[config.mk]
export PLATFORM = sky130hd
export DESIGN_NAME = lsu_mem_ctrl_flat
export DESIGN_NICKNAME = d
export VERILOG_FILES = /design/src/rtl/lsu_mem_ctrl_pkg.sv /design/src/rtl/lsu_mem_ctrl_if.sv /design/src/rtl/lsu_mem_ctrl_align.sv /design/src/rtl/lsu_mem_ctrl.sv /design/src/flat_wrapper.sv
export SDC_FILE = /design/constraint.sdc
export NUM_CORES = 1
export LEC_CHECK = 0
export BUFFER_PORTS_ARGS = -buffer_cell sky130_fd_sc_hd__buf_2
export CORE_MARGIN = 2
export CORE_UTILIZATION = 58
export CTS_BUF_LIST = sky130_fd_sc_hd__clkbuf_4
export DETAILED_ROUTE_END_ITERATION = 8
export HOLD_SLACK_MARGIN = 0.03
export PLACE_DENSITY = 0.83
export SLEW_MARGIN = 25
export SYNTH_ARGS = -nofsm -noshare
export SYNTH_HDL_FRONTEND = slang
export SYNTH_SLANG_ARGS = --single-unit
[constraint.sdc]
create_clock -name clk -period 2.83 [get_ports clk]
set_clock_uncertainty 0.05 [all_clocks]
set_input_delay 0.283 -clock clk [delete_from_list [all_inputs] [get_ports clk]]
set_output_delay 0.283 -clock clk [all_outputs]
set_load 0.05 [all_outputs]
[src/rtl/lsu_mem_ctrl_pkg.sv]
// Shared types and helpers for the load/store unit: func3 codes, FSM state
// encoding, access size decoding and func3 legality.
package lsu_pkg;

  localparam logic [2:0] F3_B  = 3'b000;
  localparam logic [2:0] F3_H  = 3'b001;
  localparam logic [2:0] F3_W  = 3'b010;
  localparam logic [2:0] F3_D  = 3'b011;
  localparam logic [2:0] F3_BU = 3'b100;
  localparam logic [2:0] F3_HU = 3'b101;
  localparam logic [2:0] F3_WU = 3'b110;

  typedef enum logic [1:0] {IDLE, BEAT0, BEAT1, RESP} lsu_state_t;

  // Access size in bytes: 1/2/4/8 from the low two func3 bits.
  function automatic int unsigned size_of(input logic [2:0] func3);
    return 32'd1 << func3[1:0];
  endfunction

  function automatic logic func3_legal(input logic [2:0] func3, input logic we,
                                       input int xlen);
    if (func3 == 3'b111) return 1'b0;
    if (we && func3[2]) return 1'b0;
    if (xlen == 32 && (func3 == F3_D || func3 == F3_WU)) return 1'b0;
    return 1'b1;
  endfunction

endpackage

[src/rtl/lsu_mem_ctrl_if.sv]
// Core-side request/response channel and word-wide memory bus channel of the
// load/store unit.
interface lsu_req_if #(
  parameter int XLEN   = 32,
  parameter int ADDR_W = 32
);
  logic              req_valid;
  logic              req_ready;
  logic              req_we;
  logic [2:0]        req_func3;
  logic [ADDR_W-1:0] req_addr;
  logic [XLEN-1:0]   req_wdata;
  logic              rsp_valid;
  logic              rsp_ready;
  logic [XLEN-1:0]   rsp_rdata;
  logic              rsp_err;

  modport master (
    output req_valid, req_we, req_func3, req_addr, req_wdata, rsp_ready,
    input  req_ready, rsp_valid, rsp_rdata, rsp_err
  );
  modport slave (
    input  req_valid, req_we, req_func3, req_addr, req_wdata, rsp_ready,
    output req_ready, rsp_valid, rsp_rdata, rsp_err
  );
endinterface

interface lsu_bus_if #(
  parameter int XLEN   = 32,
  parameter int ADDR_W = 32
);
  logic              bus_req;
  logic              bus_we;
  logic [ADDR_W-1:0] bus_addr;
  logic [XLEN/8-1:0] bus_be;
  logic [XLEN-1:0]   bus_wdata;
  logic              bus_ack;
  logic [XLEN-1:0]   bus_rdata;
  logic              bus_err;

  modport master (
    output bus_req, bus_we, bus_addr, bus_be, bus_wdata,
    input  bus_ack, bus_rdata, bus_err
  );
  modport slave (
    input  bus_req, bus_we, bus_addr, bus_be, bus_wdata,
    output bus_ack, bus_rdata, bus_err
  );
endinterface

[src/rtl/lsu_mem_ctrl_align.sv]
// Combinational lane alignment: positions store data and byte enables across
// two words, and extracts/extends load data from a two-word window.
module lsu_align
  import lsu_pkg::*;
#(
  parameter int XLEN = 32
) (
  input  logic [2:0]                    func3_i,
  input  logic [$clog2(XLEN/8)-1:0]     off_i,
  input  logic [XLEN-1:0]               wdata_i,
  input  logic [XLEN-1:0]               lo_i,
  input  logic [XLEN-1:0]               hi_i,
  output logic [2*XLEN-1:0]             wide_o,
  output logic [2*(XLEN/8)-1:0]         be2_o,
  output logic                          need_b1_o,
  output logic [XLEN-1:0]               load_o
);

  localparam int NB   = XLEN / 8;
  localparam int SH_W = $clog2(XLEN) + 1;

  int                      nbits;
  logic [SH_W-1:0]         pad;
  logic [2*NB-1:0]         mask;
  logic [2*XLEN-1:0]       rd_sh;
  logic [XLEN-1:0]         rd_left;
  logic signed [XLEN-1:0]  ld_s;

  always_comb begin
    // NOTE: every variable is assigned unconditionally first so no path can
    // leave a previous value held, which would infer a latch.
    nbits = 8 * int'(size_of(func3_i));
    if (nbits > XLEN) nbits = XLEN;
    pad     = SH_W'(XLEN - nbits);
    mask    = ~({(2*NB){1'b1}} << size_of(func3_i));
    be2_o   = mask << off_i;
    wide_o  = {{XLEN{1'b0}}, wdata_i} << {off_i, 3'b000};
    rd_sh   = {hi_i, lo_i} >> {off_i, 3'b000};
    // Push the wanted bytes to the top, then shift back to extend.
    rd_left = rd_sh[XLEN-1:0] << pad;
    ld_s    = $signed(rd_left) >>> pad;
    load_o  = func3_i[2] ? (rd_left >> pad) : ld_s;
  end

  assign need_b1_o = |be2_o[2*NB-1:NB];

endmodule

[src/rtl/lsu_mem_ctrl.sv]
// Sequential load/store unit: one outstanding request, misaligned accesses
// split into two bus beats, per-beat wait-state timeout, registered outputs.
module lsu_mem_ctrl
  import lsu_pkg::*;
#(
  parameter int XLEN           = 32,
  parameter int ADDR_W         = 32,
  parameter int MISALIGN_SPLIT = 1,
  parameter int TIMEOUT        = 255
) (
  input  logic       clk,
  input  logic       rst_n,
  lsu_req_if.slave   core_if,
  lsu_bus_if.master  mem_if
);

  localparam int NB    = XLEN / 8;
  localparam int OFF_W = $clog2(NB);
  localparam int TO_W  = (TIMEOUT < 2) ? 1 : $clog2(TIMEOUT + 1);

  lsu_state_t        state_q;
  logic              req_ready_q, rsp_valid_q, rsp_err_q;
  logic [XLEN-1:0]   rsp_rdata_q;
  logic              bus_req_q, bus_we_q;
  logic [ADDR_W-1:0] bus_addr_q, addr1_q;
  logic [NB-1:0]     bus_be_q, be1_q;
  logic [XLEN-1:0]   bus_wdata_q, wdata1_q, rdata0_q;
  logic              we_q, need_b1_q;
  logic [2:0]        func3_q;
  logic [OFF_W-1:0]  off_q;
  logic [TO_W-1:0]   cnt_q;

  logic [2:0]        a_func3;
  logic [OFF_W-1:0]  a_off, in_off;
  logic [XLEN-1:0]   a_lo, a_hi, ld_data;
  logic [2*XLEN-1:0] wide;
  logic [2*NB-1:0]   be2;
  logic              need_b1, accept, misal, early_err, to_hit, beat_done, beat_fail;
  logic [ADDR_W-1:0] word_addr;

  // The aligner sees the incoming request while idle and the held one afterwards.
  assign in_off  = core_if.req_addr[OFF_W-1:0];
  assign a_func3 = (state_q == IDLE) ? core_if.req_func3 : func3_q;
  assign a_off   = (state_q == IDLE) ? in_off : off_q;
  assign a_lo    = (state_q == BEAT1) ? rdata0_q : mem_if.bus_rdata;
  assign a_hi    = (state_q == BEAT1) ? mem_if.bus_rdata : '0;

  lsu_align #(.XLEN(XLEN)) u_align (
    .func3_i   (a_func3),
    .off_i     (a_off),
    .wdata_i   (core_if.req_wdata),
    .lo_i      (a_lo),
    .hi_i      (a_hi),
    .wide_o    (wide),
    .be2_o     (be2),
    .need_b1_o (need_b1),
    .load_o    (ld_data)
  );

  assign accept    = core_if.req_valid && req_ready_q;
  assign misal     = |(in_off & OFF_W'(size_of(core_if.req_func3) - 1));
  assign early_err = !func3_legal(core_if.req_func3, core_if.req_we, XLEN) ||
                     (misal && MISALIGN_SPLIT == 0);
  assign word_addr = {core_if.req_addr[ADDR_W-1:OFF_W], OFF_W'(0)};
  assign to_hit    = (TIMEOUT != 0) && (cnt_q == TO_W'(TIMEOUT - 1));
  assign beat_done = mem_if.bus_ack || to_hit;
  assign beat_fail = mem_if.bus_ack ? mem_if.bus_err : 1'b1;

  // NOTE: state is updated with non-blocking assignments so every register
  // samples the same pre-edge values regardless of statement order.
  always_ff @(posedge clk or negedge rst_n) begin
    if (!rst_n) begin
      state_q     <= IDLE;
      req_ready_q <= 1'b1;
      rsp_valid_q <= 1'b0;
      rsp_err_q   <= 1'b0;
      rsp_rdata_q <= '0;
      bus_req_q   <= 1'b0;
      bus_we_q    <= 1'b0;
      bus_addr_q  <= '0;
      bus_be_q    <= '0;
      bus_wdata_q <= '0;
      addr1_q     <= '0;
      be1_q       <= '0;
      wdata1_q    <= '0;
      rdata0_q    <= '0;
      we_q        <= 1'b0;
      need_b1_q   <= 1'b0;
      func3_q     <= '0;
      off_q       <= '0;
      cnt_q       <= '0;
    end else begin
      unique case (state_q)
        IDLE: if (accept) begin
          req_ready_q <= 1'b0;
          we_q        <= core_if.req_we;
          func3_q     <= core_if.req_func3;
          off_q       <= in_off;
          cnt_q       <= '0;
          if (early_err) begin
            state_q     <= RESP;
            rsp_valid_q <= 1'b1;
            rsp_err_q   <= 1'b1;
            rsp_rdata_q <= '0;
          end else begin
            state_q     <= BEAT0;
            bus_req_q   <= 1'b1;
            bus_we_q    <= core_if.req_we;
            bus_addr_q  <= word_addr;
            bus_be_q    <= be2[NB-1:0];
            bus_wdata_q <= core_if.req_we ? wide[XLEN-1:0] : '0;
            addr1_q     <= word_addr + ADDR_W'(NB);
            be1_q       <= be2[2*NB-1:NB];
            wdata1_q    <= core_if.req_we ? wide[2*XLEN-1:XLEN] : '0;
            need_b1_q   <= need_b1;
          end
        end
        BEAT0, BEAT1: if (beat_done) begin
          cnt_q <= '0;
          if (state_q == BEAT0 && need_b1_q && !beat_fail) begin
            state_q     <= BEAT1;
            bus_addr_q  <= addr1_q;
            bus_be_q    <= be1_q;
            bus_wdata_q <= wdata1_q;
            rdata0_q    <= mem_if.bus_rdata;
          end else begin
            state_q     <= RESP;
            bus_req_q   <= 1'b0;
            bus_we_q    <= 1'b0;
            bus_addr_q  <= '0;
            bus_be_q    <= '0;
            bus_wdata_q <= '0;
            rsp_valid_q <= 1'b1;
            rsp_err_q   <= beat_fail;
            rsp_rdata_q <= (beat_fail || we_q) ? '0 : ld_data;
          end
        end else begin
          cnt_q <= cnt_q + 1'b1;
        end
        RESP: if (core_if.rsp_ready) begin
          state_q     <= IDLE;
          req_ready_q <= 1'b1;
          rsp_valid_q <= 1'b0;
          rsp_err_q   <= 1'b0;
          rsp_rdata_q <= '0;
        end
        default: state_q <= IDLE;
      endcase
    end
  end

  assign core_if.req_ready = req_ready_q;
  assign core_if.rsp_valid = rsp_valid_q;
  assign core_if.rsp_rdata = rsp_rdata_q;
  assign core_if.rsp_err   = rsp_err_q;
  assign mem_if.bus_req    = bus_req_q;
  assign mem_if.bus_we     = bus_we_q;
  assign mem_if.bus_addr   = bus_addr_q;
  assign mem_if.bus_be     = bus_be_q;
  assign mem_if.bus_wdata  = bus_wdata_q;

endmodule

[src/flat_wrapper.sv]
// flat-port wrapper written by rule: the top's interface ports become plain ports
module lsu_mem_ctrl_flat import lsu_pkg::*;
#(
  parameter int XLEN           = 32,
  parameter int ADDR_W         = 32,
  parameter int MISALIGN_SPLIT = 1,
  parameter int TIMEOUT        = 255
)
  (clk, rst_n, core_if_req_valid, core_if_req_we, core_if_req_func3, core_if_req_addr, core_if_req_wdata, core_if_rsp_ready, core_if_req_ready, core_if_rsp_valid, core_if_rsp_rdata, core_if_rsp_err, mem_if_bus_req, mem_if_bus_we, mem_if_bus_addr, mem_if_bus_be, mem_if_bus_wdata, mem_if_bus_ack, mem_if_bus_rdata, mem_if_bus_err);
  lsu_req_if #(.XLEN(XLEN), .ADDR_W(ADDR_W)) core_if_i ();
  lsu_bus_if #(.XLEN(XLEN), .ADDR_W(ADDR_W)) mem_if_i ();
  input  logic clk;
  input  logic rst_n;
  input wire logic [$bits(core_if_i.req_valid)-1:0] core_if_req_valid;
  input wire logic [$bits(core_if_i.req_we)-1:0] core_if_req_we;
  input wire logic [$bits(core_if_i.req_func3)-1:0] core_if_req_func3;
  input wire logic [$bits(core_if_i.req_addr)-1:0] core_if_req_addr;
  input wire logic [$bits(core_if_i.req_wdata)-1:0] core_if_req_wdata;
  input wire logic [$bits(core_if_i.rsp_ready)-1:0] core_if_rsp_ready;
  output wire logic [$bits(core_if_i.req_ready)-1:0] core_if_req_ready;
  output wire logic [$bits(core_if_i.rsp_valid)-1:0] core_if_rsp_valid;
  output wire logic [$bits(core_if_i.rsp_rdata)-1:0] core_if_rsp_rdata;
  output wire logic [$bits(core_if_i.rsp_err)-1:0] core_if_rsp_err;
  output wire logic [$bits(mem_if_i.bus_req)-1:0] mem_if_bus_req;
  output wire logic [$bits(mem_if_i.bus_we)-1:0] mem_if_bus_we;
  output wire logic [$bits(mem_if_i.bus_addr)-1:0] mem_if_bus_addr;
  output wire logic [$bits(mem_if_i.bus_be)-1:0] mem_if_bus_be;
  output wire logic [$bits(mem_if_i.bus_wdata)-1:0] mem_if_bus_wdata;
  input wire logic [$bits(mem_if_i.bus_ack)-1:0] mem_if_bus_ack;
  input wire logic [$bits(mem_if_i.bus_rdata)-1:0] mem_if_bus_rdata;
  input wire logic [$bits(mem_if_i.bus_err)-1:0] mem_if_bus_err;
  assign core_if_i.req_valid = core_if_req_valid;
  assign core_if_i.req_we = core_if_req_we;
  assign core_if_i.req_func3 = core_if_req_func3;
  assign core_if_i.req_addr = core_if_req_addr;
  assign core_if_i.req_wdata = core_if_req_wdata;
  assign core_if_i.rsp_ready = core_if_rsp_ready;
  assign core_if_req_ready = core_if_i.req_ready;
  assign core_if_rsp_valid = core_if_i.rsp_valid;
  assign core_if_rsp_rdata = core_if_i.rsp_rdata;
  assign core_if_rsp_err = core_if_i.rsp_err;
  assign mem_if_bus_req = mem_if_i.bus_req;
  assign mem_if_bus_we = mem_if_i.bus_we;
  assign mem_if_bus_addr = mem_if_i.bus_addr;
  assign mem_if_bus_be = mem_if_i.bus_be;
  assign mem_if_bus_wdata = mem_if_i.bus_wdata;
  assign mem_if_i.bus_ack = mem_if_bus_ack;
  assign mem_if_i.bus_rdata = mem_if_bus_rdata;
  assign mem_if_i.bus_err = mem_if_bus_err;
  lsu_mem_ctrl #(.XLEN(XLEN), .ADDR_W(ADDR_W), .MISALIGN_SPLIT(MISALIGN_SPLIT), .TIMEOUT(TIMEOUT)) u_core (.clk(clk), .rst_n(rst_n), .core_if(core_if_i), .mem_if(mem_if_i));
endmodule
==> flow_metrics.tcl, run 1 <==
set metrics [dict create \
    syn_to_final_growth_pct 29.10 \
    dp_hpwl_mm 23.37 \
    grt_pass1_vias 10780 \
    drt-initial-drc-count 938 \
    drc_errors 0 \
    post-route-period-util_pct 96.89 \
    period_needed_ns 2.742 \
    hold_class "in -> reg" \
    synthTopCellsByCount "nand2_1 (284), dfrtp_1 (209), o21ai_0 (148), a21oi_1 (98), mux2i_1 (74)" \
    fmax_ghz 0.3647 \
    root_buffer "clkbuf_4" \
    swShare_pct 50.47 \
    p_int_uw 8415 \
    status "finished clean" \
    r2r_end "u_core.core_if.rsp_rdata[4]" \
    yosys_warnings 0 \
    finish.utilization_pct 76.73 \
    vias 11040 \
    setup_violations 0 \
    drv_slew 0 \
    power_frac_seq_pct 28.3 \
    syn_inst 1255 \
    slew_headroom_pct 49.12 \
    insertion_delay_ns 0.69 \
    synth_area_um2 11190 \
    clkPwrFrac_pct 14.8 \
    synth_edf_count 0 \
    min_from "core_if_req_wdata[9]" \
    clock_sinks 210 \
    grt_use_total_pct 35.01 \
    peakVddDrop_v 0.0009817 \
    synth_top_area_share_pct 46.73 \
    combPwrFrac_pct 56.9 \
    crit_arrival_ns 3.30 \
    drt-pass1-iter-count 6 \
    synth_seq_area_share_pct 46.96 \
    layout-drive-gt1-share_pct 23.09 \
    coreArea_um2 18830 \
    layout_setup_ws_ns 0.08796 \
    grt_max_degree 109 \
    hold_viol 0 \
    die_x_um 142.9 \
    synth_cell_types 62 \
    finalPower_uw 16990 \
    initial_core_util_pct 59.44 \
    switchingPower_uw 8575 \
    crit_fanout 29 \
    synth_seq_cells 210 \
    yosysTopAreaCell "dfrtp_1" \
    die_area_um2 20420 \
    grt_first_pass_wirelength_mm 56.15 \
    crit_type "reg -> reg" \
    r2r_setup_slack_ns 0.09 \
    via_per_inst 5.830 \
    die_h_um 142.9 \
    place_congestion 0.9371 \
    syn_avg_cell_area_um2 8.918 \
    path_clk_slew_ns 0.07 \
    port_buffers 208 \
    gr-total-overflow 0 \
    cap_viol_max_count 0 \
    cts_tree "done" \
    powerDensity_nw_per_um2 1176 \
    wl_per_cell_um 18.95 \
    reg2reg_from "u_core.state_q[0]" \
    worstSetupStartpoint "u_core.state_q[0]" \
    cts_buffers 53 \
    antenna_found_initial 1 \
    worstSetupEndpoint "u_core.core_if.rsp_rdata[4]" \
    num-nets-final 1707 \
    synthFlopType "dfrtp_1" \
    rows 50 \
    pre_cts_slack_ns 0.1336 \
    wl_mm 35.88 \
    p_leak_uw 0.006929 \
    htreeDepth 2 \
    end_kind "flip-flop" \
    cts_buffer_depth 3 \
    synth_area_leaders "dfrtp_1 (47%), nand2_1 (9.5%), mux2i_1 (6.6%)" \
    r2r_cells 8 \
    crit_required_ns 3.39 \
    drtAntennaViolNets 0 \
    io_pins 211 \
    synth_most_common_cell "nand2_1" \
    async_reset_ff_share_pct 100.0 \
    worstMarginPinSlew_ns 0.7632 \
    setup.worst_path.start_class "flip-flop" \
]
cells in the final DEF, fill, tap and decap left out, types with 8 or more instances in the layout:
cell type	Yosys	layout
nand4_1	8	8
o21ai_0	148	148
clkinv_1	0	15
ha_1	9	8
a22o_1	21	21
a31oi_1	8	8
a21oi_1	98	96
nand2_1	284	284
o21ai_1	11	11
nor3_1	10	10
o22a_1	9	9
o31ai_1	8	8
clkbuf_4	0	77
xor2_1	18	18
mux2i_1	74	73
nor2_1	55	54
buf_4	7	40
dlygate4sd3_1	0	114
xnor2_1	10	10
a221oi_1	8	8
nor2b_1	35	35
mux2_2	18	18
dfrtp_1	209	209
a22oi_1	14	14
nand3_1	26	26
buf_2	22	207
a211oi_1	8	8
cell type report:
cell class                 instances  area, µm²
tap                              260      325.3
multi-input combinational        949       5533
inverter                           7      26.28
sequential                       210       5256
antenna                            1      2.502
clock buffer                      77      578.1
timing repair buffer             371       2654
clock inverter                    19      73.82
fill                            1279       4382
registers in the layout, summed over array words and instances (netlist names), 4 cells and up:
register and cells:
u_core.be1_q 4, u_core.mem_if.bus_be 4, u_core.rdata0_q 32, u_core.core_if.rsp_rdata 32
u_core.wdata1_q 24, u_core.addr1_q 30, u_core.mem_if.bus_wdata 32, u_core.mem_if.bus_addr 30
u_core.cnt_q 8
per-layer routing:
layer	up-vias	track usage, %	wire length [µm]
met4	0	13.13	1023
met5	-	0	0
met3	91	7.746	3225
met2	597	56.23	16810
met1	5252	46.77	14820
li1	5102	-	-
worst min-delay path by stage:
stage / end / slack, ns / cells past startpoint
after global placement: u_core.mem_if.bus_wdata[10] / 0.34 / 1
final: u_core.mem_if.bus_wdata[17] / 0.05 / 5
after CTS: u_core.mem_if.bus_wdata[17] / 0.03 / 5
after global routing: u_core.mem_if.bus_wdata[9] / 0.08 / 5
after detailed placement: u_core.mem_if.bus_wdata[10] / 0.36 / 1
after floorplan: u_core.addr1_q[10] / -0.06 / 0
critical path, cell delays in order, from the launching register on:
cell and delay, ns:
dfrtp_1 0.41, inv_1 0.16, ha_2 0.28, buf_4 0.23, mux2i_4 0.43, buf_12 0.23, o21ai_0 0.16, o21ai_0 0.49
a22o_1 0.20
metrics by stage:
stage          hold slack, ns   TNS, ns  area [µm²]  cells
2_1_floorplan        -0.06259         0       11200   1256
3_3_place_gp           0.3439         0       12630   1683
3_5_place_dp           0.3554         0       12630   1683
4_1_cts               0.03002         0       14430   1893
5_1_grt               0.07662  -0.02058       14450   1894
6_report              0.04531         0       14450   1894
what timing repair did:
item / 4_1_cts / 5_1_grt
hold endpoints to repair: 226 / 0
setup endpoints to repair: 0 / 24
hold buffers: 114 / 0
resized for setup: 0 / 6
buffers inserted: 0 / 0
power groups by stage:
stage               combinational (µW)  clock (µW)  sequential, µW
CTS                               9440        2550            4750
detailed placement                9280           0            4790
floorplan                         4990           0            6460
global placement                  9130           0            4770
finish                            9670        2520            4800
global route                     10400        2710            4900
kinds of logic (layout without fill, tap and decap cells):
family,Yosys count,in the layout,share of synthesized area [%]
other,1,3,0.03351
adders and majority gates,9,9,1.006
and+or+nand+nor,447,447,17.16
DFF,210,210,46.96
muxes,95,95,8.955
xor gates and xnor gates,28,28,2.191
buffers and inverters,97,474,3.935
AOI/OAI and AO/OA,368,368,19.75
(Power assumes the default switching activity.)
==> run 2, diff against run 1 <==
- CORE_MARGIN: 2 -> unset
==> run 2 against run 1 <==
Against the previous run: cell area shrank 0.78%; count of clock-buffer cells in the layout down 11; clock power shrank 4%; cell count shrank 0.79%; wire length shrank 0.37%; highest routed layer is now met5; non-clock buffer count fell by 7; die area fell by 2.8%; sequential share of layout area is 0.29 points higher; critical path depth grew 2.
==> flow_metrics.tcl, run 2 (synthesis gave the netlist of run 1 again) <==
set metrics [dict create \
    path_clk_slew_ns 0.06 \
    fillers 1309 \
    drtAntennaViolNets 0 \
    htreeDepth 2 \
    placed_cells 1678 \
    num-nets-final 1700 \
    wl_mm 35.75 \
    rows 50 \
    syn_to_final_growth_pct 28.09 \
    grt_use_total_pct 36.52 \
    p_leak_uw 0.006861 \
    fin_tns_setup_ns 0 \
    post-route-period-util_pct 95.24 \
    setup.worst_path.start_class "input pin" \
    crit_arrival_ns 3.20 \
    vias 11190 \
    clock_sinks 210 \
    regArea_um2 5256 \
    via_per_inst 5.955 \
    fin_cells 1879 \
    insertion_delay_ns 0.67 \
    cts_buffer_depth 3 \
    dp_hpwl_mm 22.71 \
    cts_tree "done" \
    layout-drive-gt1-share_pct 22.15 \
    initial_core_util_pct 59.44 \
    layout_common_cells "nand2_1 (284), dfrtp_1 (209), buf_2 (207)" \
    peakVddDrop_v 0.0007420 \
    worstMarginPinSlew_ns 0.6724 \
    die_x_um 140.9 \
    crit_required_ns 3.34 \
    multi_input_area_um2 5533 \
    grt_max_degree 94 \
    status "finished clean" \
    grt_first_pass_wirelength_mm 56.84 \
    powerDensity_nw_per_um2 1175 \
    io_pins 211 \
    fmax_ghz 0.3710 \
    crit_fanout 7 \
    wl_per_cell_um 19.03 \
    finalPower_uw 16840 \
    period_needed_ns 2.695 \
    gr-total-overflow 0 \
    cts_buffers 53 \
    drc_errors 0 \
    pre_cts_slack_ns 0.1813 \
    die_h_um 140.9 \
    final_common_cell "nand2_1" \
    layout_setup_ws_ns 0.1346 \
    drv_slew 0 \
    slew_headroom_pct 55.01 \
    hold_viol 0 \
    grt_pass1_vias 10970 \
    drt-pass1-iter-count 6 \
    drt-initial-drc-count 1145 \
    crit_type "in -> reg" \
    coreArea_um2 18830 \
    hold_class "in -> reg" \
    end_kind "flip-flop" \
    place_congestion 0.9313 \
    rsz0062_at_grt "no" \
    port_buffers 208 \
    antenna_found_initial 4 \
    hold-worst-slack_ns 0.07280 \
    cap_viol_max_count 0 \
    setup_violations 0 \
    die_area_um2 19860 \
    root_buffer "clkbuf_4" \
]
[run 2: cell types whose count changed in the layout (fill, tap and decap cells not counted), moves of 2 or more]
cell and delta:
dlygate4sd3_1 -2, buf_6 -2, a21oi_2 -2, buf_4 -3, clkbuf_4 -11, diode_2 +2
a21oi_1 +2
[run 2: final cells by class]
class                           instances  area share (%)
Clock inverter                         20          0.7244
Antenna cell                            3         0.05237
Multi-Input combinational cell        949           38.59
Sequential cell                       210           36.66
Inverter                                7          0.1833
Clock buffer                           66           3.456
Timing Repair Buffer                  364           18.06
Tap cell                              260           2.269
[run 2: stage by stage]
step | utilization [%] | area (µm²)
2_1_floorplan | - | 11200
6_report | 76.13 | 14340
3_5_place_dp | 66.89 | 12600
4_1_cts | 76.03 | 14320
5_1_grt | 76.13 | 14340
3_3_place_gp | 66.89 | 12600
[run 2: routing by layer]
| layer | part of all wire [%] | vias to the layer above | global-route usage, % |
|---|---|---|---|
| li1 | - | 5084 | - |
| met1 | 41 | 5286 | 48.73 |
| met2 | 46 | 691 | 57.58 |
| met3 | 9.6 | 127 | 8.730 |
| met4 | 3.5 | 2 | 14.93 |
| met5 | 0.15 | - | 0 |
[run 2: worst paths after layout]
kind / start / to / slack (ns) / cells after the start
max in group asynchronous: rst_n / u_core.rdata0_q[29] / 1.82 / 3
hold / removal: core_if_req_wdata[10] / u_core.mem_if.bus_wdata[18] / 0.07 / 5
setup reg to reg: u_core.state_q[0] / u_core.mem_if.bus_wdata[17] / 0.17 / 7
min in group asynchronous: rst_n / u_core.mem_if.bus_wdata[12] / 0.15 / 2
setup / recovery: core_if_req_addr[2] / u_core.addr1_q[18] / 0.13 / 10
hold reg to reg: u_core.rdata0_q[29] / u_core.rdata0_q[29] / 0.42 / 2
[run 2: power breakdown]
part	switching, µW	leakage, µW	internal, µW
Clock	1230	0.000355	1180
Sequential	702	0.00279	4120
Combinational	6620	0.00371	2980
Total	8560	0.00686	8280
[run 2: critical path: stages]
cell	delay [ns]
dlygate4sd3_1	0.54
buf_2	0.16
ha_1	0.21
nand2_1	0.11
or3_1	0.44
nor2_2	0.37
nand3_1	0.15
xor2_1	0.15
dlygate4sd3_1	0.57
o21ai_0	0.22
[run 2: repair_timing]
action                                  4_1_cts  5_1_grt
gates resized for setup                       0        4
endpoints found under the setup margin        0       19
hold buffers                                112        0
buffers inserted                              0        0
endpoints found under the hold margin       206        0
